--- src/rtl/cr_pkg.sv ---
// cr_pkg: shared state encoding, widths and the round-robin pick helper
// for the cognitive-radio channel scheduler.
package cr_pkg;

    localparam int N_CH_DEF = 3;
    localparam int N_SU_DEF = 4;

    localparam logic [1:0] ST_IDLE   = 2'd0;
    localparam logic [1:0] ST_SENSE  = 2'd1;
    localparam logic [1:0] ST_ALLOC  = 2'd2;
    localparam logic [1:0] ST_STREAM = 2'd3;

    typedef enum logic [1:0] {
        IDLE   = ST_IDLE,
        SENSE  = ST_SENSE,
        ALLOC  = ST_ALLOC,
        STREAM = ST_STREAM
    } state_t;

    function automatic int ch_width(input int n);
        return (n > 1) ? $clog2(n) : 1;
    endfunction

    localparam int CH_W = ch_width(N_CH_DEF);
    typedef logic [CH_W-1:0] ch_idx_t;

    // The helper works on the largest supported requester count (8);
    // callers zero-extend their request vector.
    typedef struct packed {
        logic       found;
        logic [2:0] idx;
    } rr_pick_t;

    function automatic rr_pick_t rr_pick(input logic [7:0] req,
                                         input logic [2:0] ptr,
                                         input int         n);
        rr_pick_t r;
        int       idx;
        r = '0;
        for (int k = 0; k < 8; k++) begin
            idx = (int'(ptr) + k) % n;
            if (k < n && !r.found && req[idx]) begin
                r.found = 1'b1;
                r.idx   = 3'(idx);
            end
        end
        return r;
    endfunction

endpackage

--- src/rtl/cr_channel_scheduler_rr.sv ---
// cr_rr_arbiter: one round-robin pick over the SU requests, starting at ptr_i.
// Outputs the request vector with the winner removed and the pointer after
// the winner, so several instances can be chained one per channel.
module cr_rr_arbiter
    import cr_pkg::*;
#(
    parameter  int N_SU = 4,
    localparam int SUW  = (N_SU > 1) ? $clog2(N_SU) : 1
) (
    input  logic [N_SU-1:0] req_i,
    input  logic [SUW-1:0]  ptr_i,
    input  logic            en_i,
    output logic            found_o,
    output logic [SUW-1:0]  idx_o,
    output logic [N_SU-1:0] req_nxt_o,
    output logic [SUW-1:0]  ptr_nxt_o
);

    rr_pick_t   pick;
    logic [7:0] req_ext;

    // Pick the first requester at or after the pointer, wrapping at N_SU.
    always_comb begin
        req_ext            = '0;
        req_ext[N_SU-1:0]  = req_i;
        pick               = rr_pick(req_ext, 3'(ptr_i), N_SU);
        found_o            = en_i && pick.found;
        idx_o              = SUW'(pick.idx);
        req_nxt_o          = req_i;
        ptr_nxt_o          = ptr_i;
        if (found_o) begin
            req_nxt_o[idx_o] = 1'b0;
            ptr_nxt_o        = (idx_o == SUW'(N_SU - 1)) ? '0 : idx_o + 1'b1;
        end
    end

endmodule

--- src/rtl/cr_channel_scheduler.sv ---
// cr_channel_scheduler: frame-level sense / allocate / stream controller for
// the cognitive-radio receive path. Owns every d-line transition.
//
// state  | meaning
// IDLE   | single cycle after reset, nothing owned, all d-lines licensed
// SENSE  | OR pu_active into occ over SENSE_CYC cycles, grants held
// ALLOC  | evict/renew holders, lend free channels round-robin
// STREAM | FRAME_LEN bit-times; a returning PU evicts its borrower
module cr_channel_scheduler
    import cr_pkg::*;
#(
    parameter  int N_CH      = N_CH_DEF,
    parameter  int N_SU      = N_SU_DEF,
    parameter  int FRAME_LEN = 100,
    parameter  int SENSE_CYC = 4,
    localparam int CHW       = ch_width(N_CH),
    localparam int SUW       = (N_SU > 1) ? $clog2(N_SU) : 1,
    localparam int SCW       = (SENSE_CYC > 1) ? $clog2(SENSE_CYC) : 1,
    localparam int BIW       = $clog2(FRAME_LEN)
) (
    input  logic                clk,
    input  logic                rst,
    input  logic [N_CH-1:0]     pu_active,
    input  logic [N_SU-1:0]     su_req,
    input  logic [N_SU-1:0]     su_release,
    output logic [N_SU-1:0]     su_grant,
    output logic [N_SU*CHW-1:0] su_ch,
    output logic [N_SU-1:0]     su_evict,
    output logic [N_CH-1:0]     d_sel,
    output logic                frame_start,
    output logic [BIW-1:0]      bit_idx,
    output logic                busy
);

    state_t          state_q, state_d;
    logic [SCW-1:0]  sense_cnt_q, sense_cnt_d;
    logic [BIW-1:0]  bit_idx_q, bit_idx_d;
    logic [N_CH-1:0] occ_q, occ_d;
    logic [N_CH-1:0] d_sel_q, d_sel_d;
    logic [SUW-1:0]  rr_ptr_q, rr_ptr_d;
    logic [N_SU-1:0] grant_q, grant_d;
    logic [N_SU-1:0] evict_q, evict_d;
    logic [CHW-1:0]  ch_q [N_SU];
    logic [CHW-1:0]  ch_d [N_SU];

    logic [N_SU-1:0] keep;
    logic [N_CH-1:0] owned;
    logic [N_CH-1:0] ch_free;
    logic [N_SU-1:0] alloc_req;
    logic [N_CH-1:0] pick_found;
    logic [SUW-1:0]  pick_idx [N_CH];
    logic [SUW-1:0]  alloc_ptr;

    // Channels still owned after ALLOC renewal; only the rest can be lent.
    always_comb begin
        keep  = grant_q & ~su_release;
        owned = '0;
        for (int s = 0; s < N_SU; s++) begin
            if (keep[s] && !occ_q[ch_q[s]]) owned[ch_q[s]] = 1'b1;
        end
        ch_free = '0;
        if (state_q == ALLOC) ch_free = ~occ_q & ~owned;
        alloc_req = su_req & ~grant_q;
    end

    // One arbiter per channel, chained so lower channels pick first and
    // each later pick starts after the previous winner.
    for (genvar c = 0; c < N_CH; c++) begin : g_ch
        logic [N_SU-1:0] req_in, req_out;
        logic [SUW-1:0]  ptr_in, ptr_out, idx;
        logic            found;
        if (c == 0) begin : g_head
            assign req_in = alloc_req;
            assign ptr_in = rr_ptr_q;
        end else begin : g_link
            assign req_in = g_ch[c-1].req_out;
            assign ptr_in = g_ch[c-1].ptr_out;
        end
        cr_rr_arbiter #(.N_SU(N_SU)) u_arb (
            .req_i     (req_in),
            .ptr_i     (ptr_in),
            .en_i      (ch_free[c]),
            .found_o   (found),
            .idx_o     (idx),
            .req_nxt_o (req_out),
            .ptr_nxt_o (ptr_out)
        );
        assign pick_found[c] = found;
        assign pick_idx[c]   = idx;
    end
    assign alloc_ptr = g_ch[N_CH-1].ptr_out;

    // Next-state, grant bookkeeping and d-line derivation.
    always_comb begin
        state_d     = state_q;
        sense_cnt_d = sense_cnt_q;
        bit_idx_d   = '0;
        occ_d       = occ_q;
        rr_ptr_d    = rr_ptr_q;
        grant_d     = grant_q;
        ch_d        = ch_q;
        evict_d     = '0;
        case (state_q)
            IDLE: begin
                state_d     = SENSE;
                sense_cnt_d = SCW'(SENSE_CYC - 1);
                occ_d       = '0;
            end
            SENSE: begin
                occ_d   = occ_q | pu_active;
                grant_d = grant_q & ~su_release;
                if (sense_cnt_q == '0) state_d = ALLOC;
                else                   sense_cnt_d = sense_cnt_q - 1'b1;
            end
            ALLOC: begin
                for (int s = 0; s < N_SU; s++) begin
                    if (grant_q[s] && (su_release[s] || occ_q[ch_q[s]])) begin
                        grant_d[s] = 1'b0;
                        evict_d[s] = !su_release[s];
                    end
                end
                for (int c = 0; c < N_CH; c++) begin
                    if (pick_found[c]) begin
                        grant_d[pick_idx[c]] = 1'b1;
                        ch_d[pick_idx[c]]    = CHW'(c);
                    end
                end
                rr_ptr_d = alloc_ptr;
                state_d  = STREAM;
            end
            STREAM: begin
                // A release on the same cycle as a PU return wins: no evict.
                for (int s = 0; s < N_SU; s++) begin
                    if (grant_q[s]) begin
                        if (su_release[s]) begin
                            grant_d[s] = 1'b0;
                        end else if (pu_active[ch_q[s]]) begin
                            grant_d[s] = 1'b0;
                            evict_d[s] = 1'b1;
                        end
                    end
                end
                if (bit_idx_q == BIW'(FRAME_LEN - 1)) begin
                    state_d     = SENSE;
                    sense_cnt_d = SCW'(SENSE_CYC - 1);
                    occ_d       = '0;
                end else begin
                    bit_idx_d = bit_idx_q + 1'b1;
                end
            end
            default: state_d = IDLE;
        endcase
        d_sel_d = '1;
        for (int s = 0; s < N_SU; s++) begin
            if (grant_d[s]) d_sel_d[ch_d[s]] = 1'b0;
        end
    end

    // State and output registers with synchronous reset.
    always_ff @(posedge clk) begin
        if (rst) begin
            state_q     <= IDLE;
            sense_cnt_q <= '0;
            bit_idx_q   <= '0;
            occ_q       <= '0;
            d_sel_q     <= '1;
            rr_ptr_q    <= '0;
            grant_q     <= '0;
            evict_q     <= '0;
            for (int s = 0; s < N_SU; s++) ch_q[s] <= '0;
        end else begin
            state_q     <= state_d;
            sense_cnt_q <= sense_cnt_d;
            bit_idx_q   <= bit_idx_d;
            occ_q       <= occ_d;
            d_sel_q     <= d_sel_d;
            rr_ptr_q    <= rr_ptr_d;
            grant_q     <= grant_d;
            evict_q     <= evict_d;
            ch_q        <= ch_d;
        end
    end

    for (genvar s = 0; s < N_SU; s++) begin : g_su_ch
        assign su_ch[s*CHW +: CHW] = ch_q[s];
    end

    assign su_grant    = grant_q;
    assign su_evict    = evict_q;
    assign d_sel       = d_sel_q;
    assign bit_idx     = bit_idx_q;
    assign busy        = (state_q != IDLE);
    assign frame_start = (state_q == STREAM) && (bit_idx_q == '0);

endmodule

--- config.mk ---
export PLATFORM = sky130hd
export DESIGN_NAME = cr_channel_scheduler
export DESIGN_NICKNAME = d
export VERILOG_FILES = /design/src/rtl/cr_pkg.sv /design/src/rtl/cr_channel_scheduler_rr.sv /design/src/rtl/cr_channel_scheduler.sv
export SDC_FILE = /design/constraint.sdc
export NUM_CORES = 1
export LEC_CHECK = 0
export CAP_MARGIN = 20
export CORE_ASPECT_RATIO = 1.75
export CORE_UTILIZATION = 50
export DETAILED_ROUTE_END_ITERATION = 12
export PLACE_DENSITY = 0.77
export SLEW_MARGIN = 10
export SYNTH_ARGS = -nofsm -noshare
export SYNTH_HDL_FRONTEND = slang
export SYNTH_HIERARCHICAL = 1
export SYNTH_SLANG_ARGS = --single-unit
--- constraint.sdc ---
create_clock -name clk -period 5.3 [get_ports clk]
set_clock_uncertainty 0.2 [all_clocks]
set_input_delay 1.06 -clock clk [delete_from_list [all_inputs] [get_ports clk]]
set_output_delay 1.06 -clock clk [all_outputs]
set_load 0.02 [all_outputs]
==> results.yml <==
status:
  status: "completed"
cts:
  clk_latency_ns: 0.30
  cts_tree: "yes"
  clock-sinks: 35
  clk_pin_slew_worst_paths_ns: 0.07
  h-tree-depth: 2
  cts_buffer_depth: 2
  cts_hold_buf: 0
  cts_root_buf: "clkbuf_8"
  cts_buffers: 5
job:
  cap_violations: 0
timing:
  drv_slew: 0
  maxSlewHeadroom_pct: 40.4
  setup_viol: 0
  fin_tns_setup_ns: 0
  fin_crit_sh_pct: 97.6
  hold_viol: 0
  worstMarginPinSlew_ns: 0.871
  max_freq_mhz: 193
  layout_min_cycle_time_ns: 5.17
  hold_ws_ns: 0.283
  setup_ws_ns: 0.126
yosys:
  synthCells: 365
  ys_warn_count: 6
  syn-num-nets: 393
  syn_avg_cell_area_um2: 7.66
  synth_area_um2: 2800
drt:
  final_antenna_net_count: 0
  dr.pass1.iters: 6
  via_per_inst: 6.21
  drt_iter0_drc: 198
  drcViolationCount: 0
  drt-wirelength-per-cell_um: 19.1
  via_count: 3411
  routed_wl_um: 10500
place:
  post-place-cells: 529
  hpwl_um: 7300
  gp_congestion: 1.03
  port_buffers: 40
  dp_worst_setup_slack_ns: -0.692
worst_setup_path:
  crit_chain: "dlygate4sd2_1, nor2b_4, and2b_1, nand2_1, nand4_1, ha_1, a21oi_4, mux2_4, nand2_4, and3_4, ha_4, mux2_4, mux2i_2, a2bb2oi_2, o21a_1, buf_4, and3_4, a31oi_2, o21ai_1, a21oi_1, buf_4, buf_4, o21ai_2, o21ai_1"
  cp_max_fo: 5
  cp.required_ns: 5.27
  endpoint_kind: "flop"
  crit_arrival_ns: 5.15
  critPathMaxStageDelay_ns: 0.34
  start_kind: "input pin"
  critPathSlowestCell: "ha_1"
  cp_common_cell: "buf_4"
  path_class: "input pin to flop"
  critPathTopFamily: "compound AO/OA/AOI/OAI gates"
  path_buf_inv: 4
floorplan:
  core_area_um2: 5340
  dieArea_um2: 5910
  fp.dieW_um: 58.5
  start_util_pct: 52.3
  die_h_um: 101
  rows: 35
  io_pins: 41
final_layout:
  layout-drive-gt1-share_pct: 31.4
  nets: 502
  utilization_pct: 78.9
  insertedDiodeCount: 0
  multi_input_area_um2: 2220
  seq_area_um2: 701
  fillers: 377
  area_growth_pct: 50.8
  fin_cells: 549
grt:
  grt_use_total_pct: 36.6
  grt_antenna_before_repair: 0
  gr-total-overflow: 0
  grt_pass1_wl_um: 16000
  grt_pass1_vias: 3382
  grt_max_degree: 22
min_path:
  hp-class: "flop to flop"
pwr:
  ir_drop_mv: 0.364
  power_density_nw_per_um2: 496
  cellLeakagePower_nw: 1.74
[per-layer routing]
metal / vias up / wire length, um / global-route usage [%]
met5: - / 0 / 0
met4: 0 / 922 / 27.8
met1: 1587 / 3420 / 32.1
li1: 1539 / - / -
met3: 84 / 668 / 10.8
met2: 201 / 5500 / 66.9
[area by class of cell]
type / count / area share [%]
clock buffer: 8 / 2.37
multi-input combinational: 288 / 52.6
tap: 74 / 2.20
timing repair buffer: 117 / 23.8
inverter: 27 / 2.40
sequential: 35 / 16.6
[sequential cells by signal, summed over array words and instances (netlist names)]
signal and cells:
bit_idx 7, d_sel 3, g_ch.ptr_in 2, occ_q 3, sense_cnt_q 2, state_q 2
su_ch 8, su_evict 4, su_grant 4
[placed cells by master, fill, tap and decap left out, types with 7 or more instances in the layout]
cell type	instances
buf_4	72
nor2_1	45
dfxtp_1	35
clkdlybuf4s50_1	32
a21oi_1	23
inv_1	21
nand2_1	18
ha_1	14
nand3_1	11
mux2i_1	10
nor2b_1	9
o21ai_0	9
nand3b_1	7
a21oi_2	7
clkbuf_8	7
[power by group]
| part | switching [mW] | internal (mW) | leakage [nW] |
|---|---|---|---|
| registers | 0.0697 | 0.309 | 0.285 |
| clock network | 0.104 | 0.119 | 0.0515 |
| logic | 0.783 | 0.708 | 1.41 |
[repair_timing]
| item | 4_1_cts | 5_1_grt |
|---|---|---|
| gates resized for setup | 51 | 28 |
| pin swaps | 25 | 21 |
| setup endpoints to repair | 11 | 11 |
| setup buffers | 6 | 8 |
[worst reg2reg max path: cells and delay by family, from the launching register on]
family	cells	cell delay, ns
and+or+nand+nor	7	1.10
buffers and inverters	6	0.91
adders and majority gates	1	0.24
AOI/OAI and AO/OA	8	1.98
DFF	1	0.35
[metrics by stage]
stage	power, mW	cell area [um^2]
after floorplan	0.999	2810
after global placement	1.48	3710
after detailed placement	1.52	3710
after CTS	1.90	4050
after global routing	2.20	4220
final	2.09	4220
[worst paths after layout]
kind | slack (ns) | from | endpoint | cells past startpoint
setup / recovery | 0.13 | su_req[3] | d_sel[0] | 24
setup reg to reg | 0.43 | state_q[0] | d_sel[1] | 22
hold reg to reg | 0.28 | bit_idx[0] | bit_idx[0] | 1
hold / removal | 0.28 | bit_idx[0] | bit_idx[0] | 1
(Power assumes the default switching activity.)
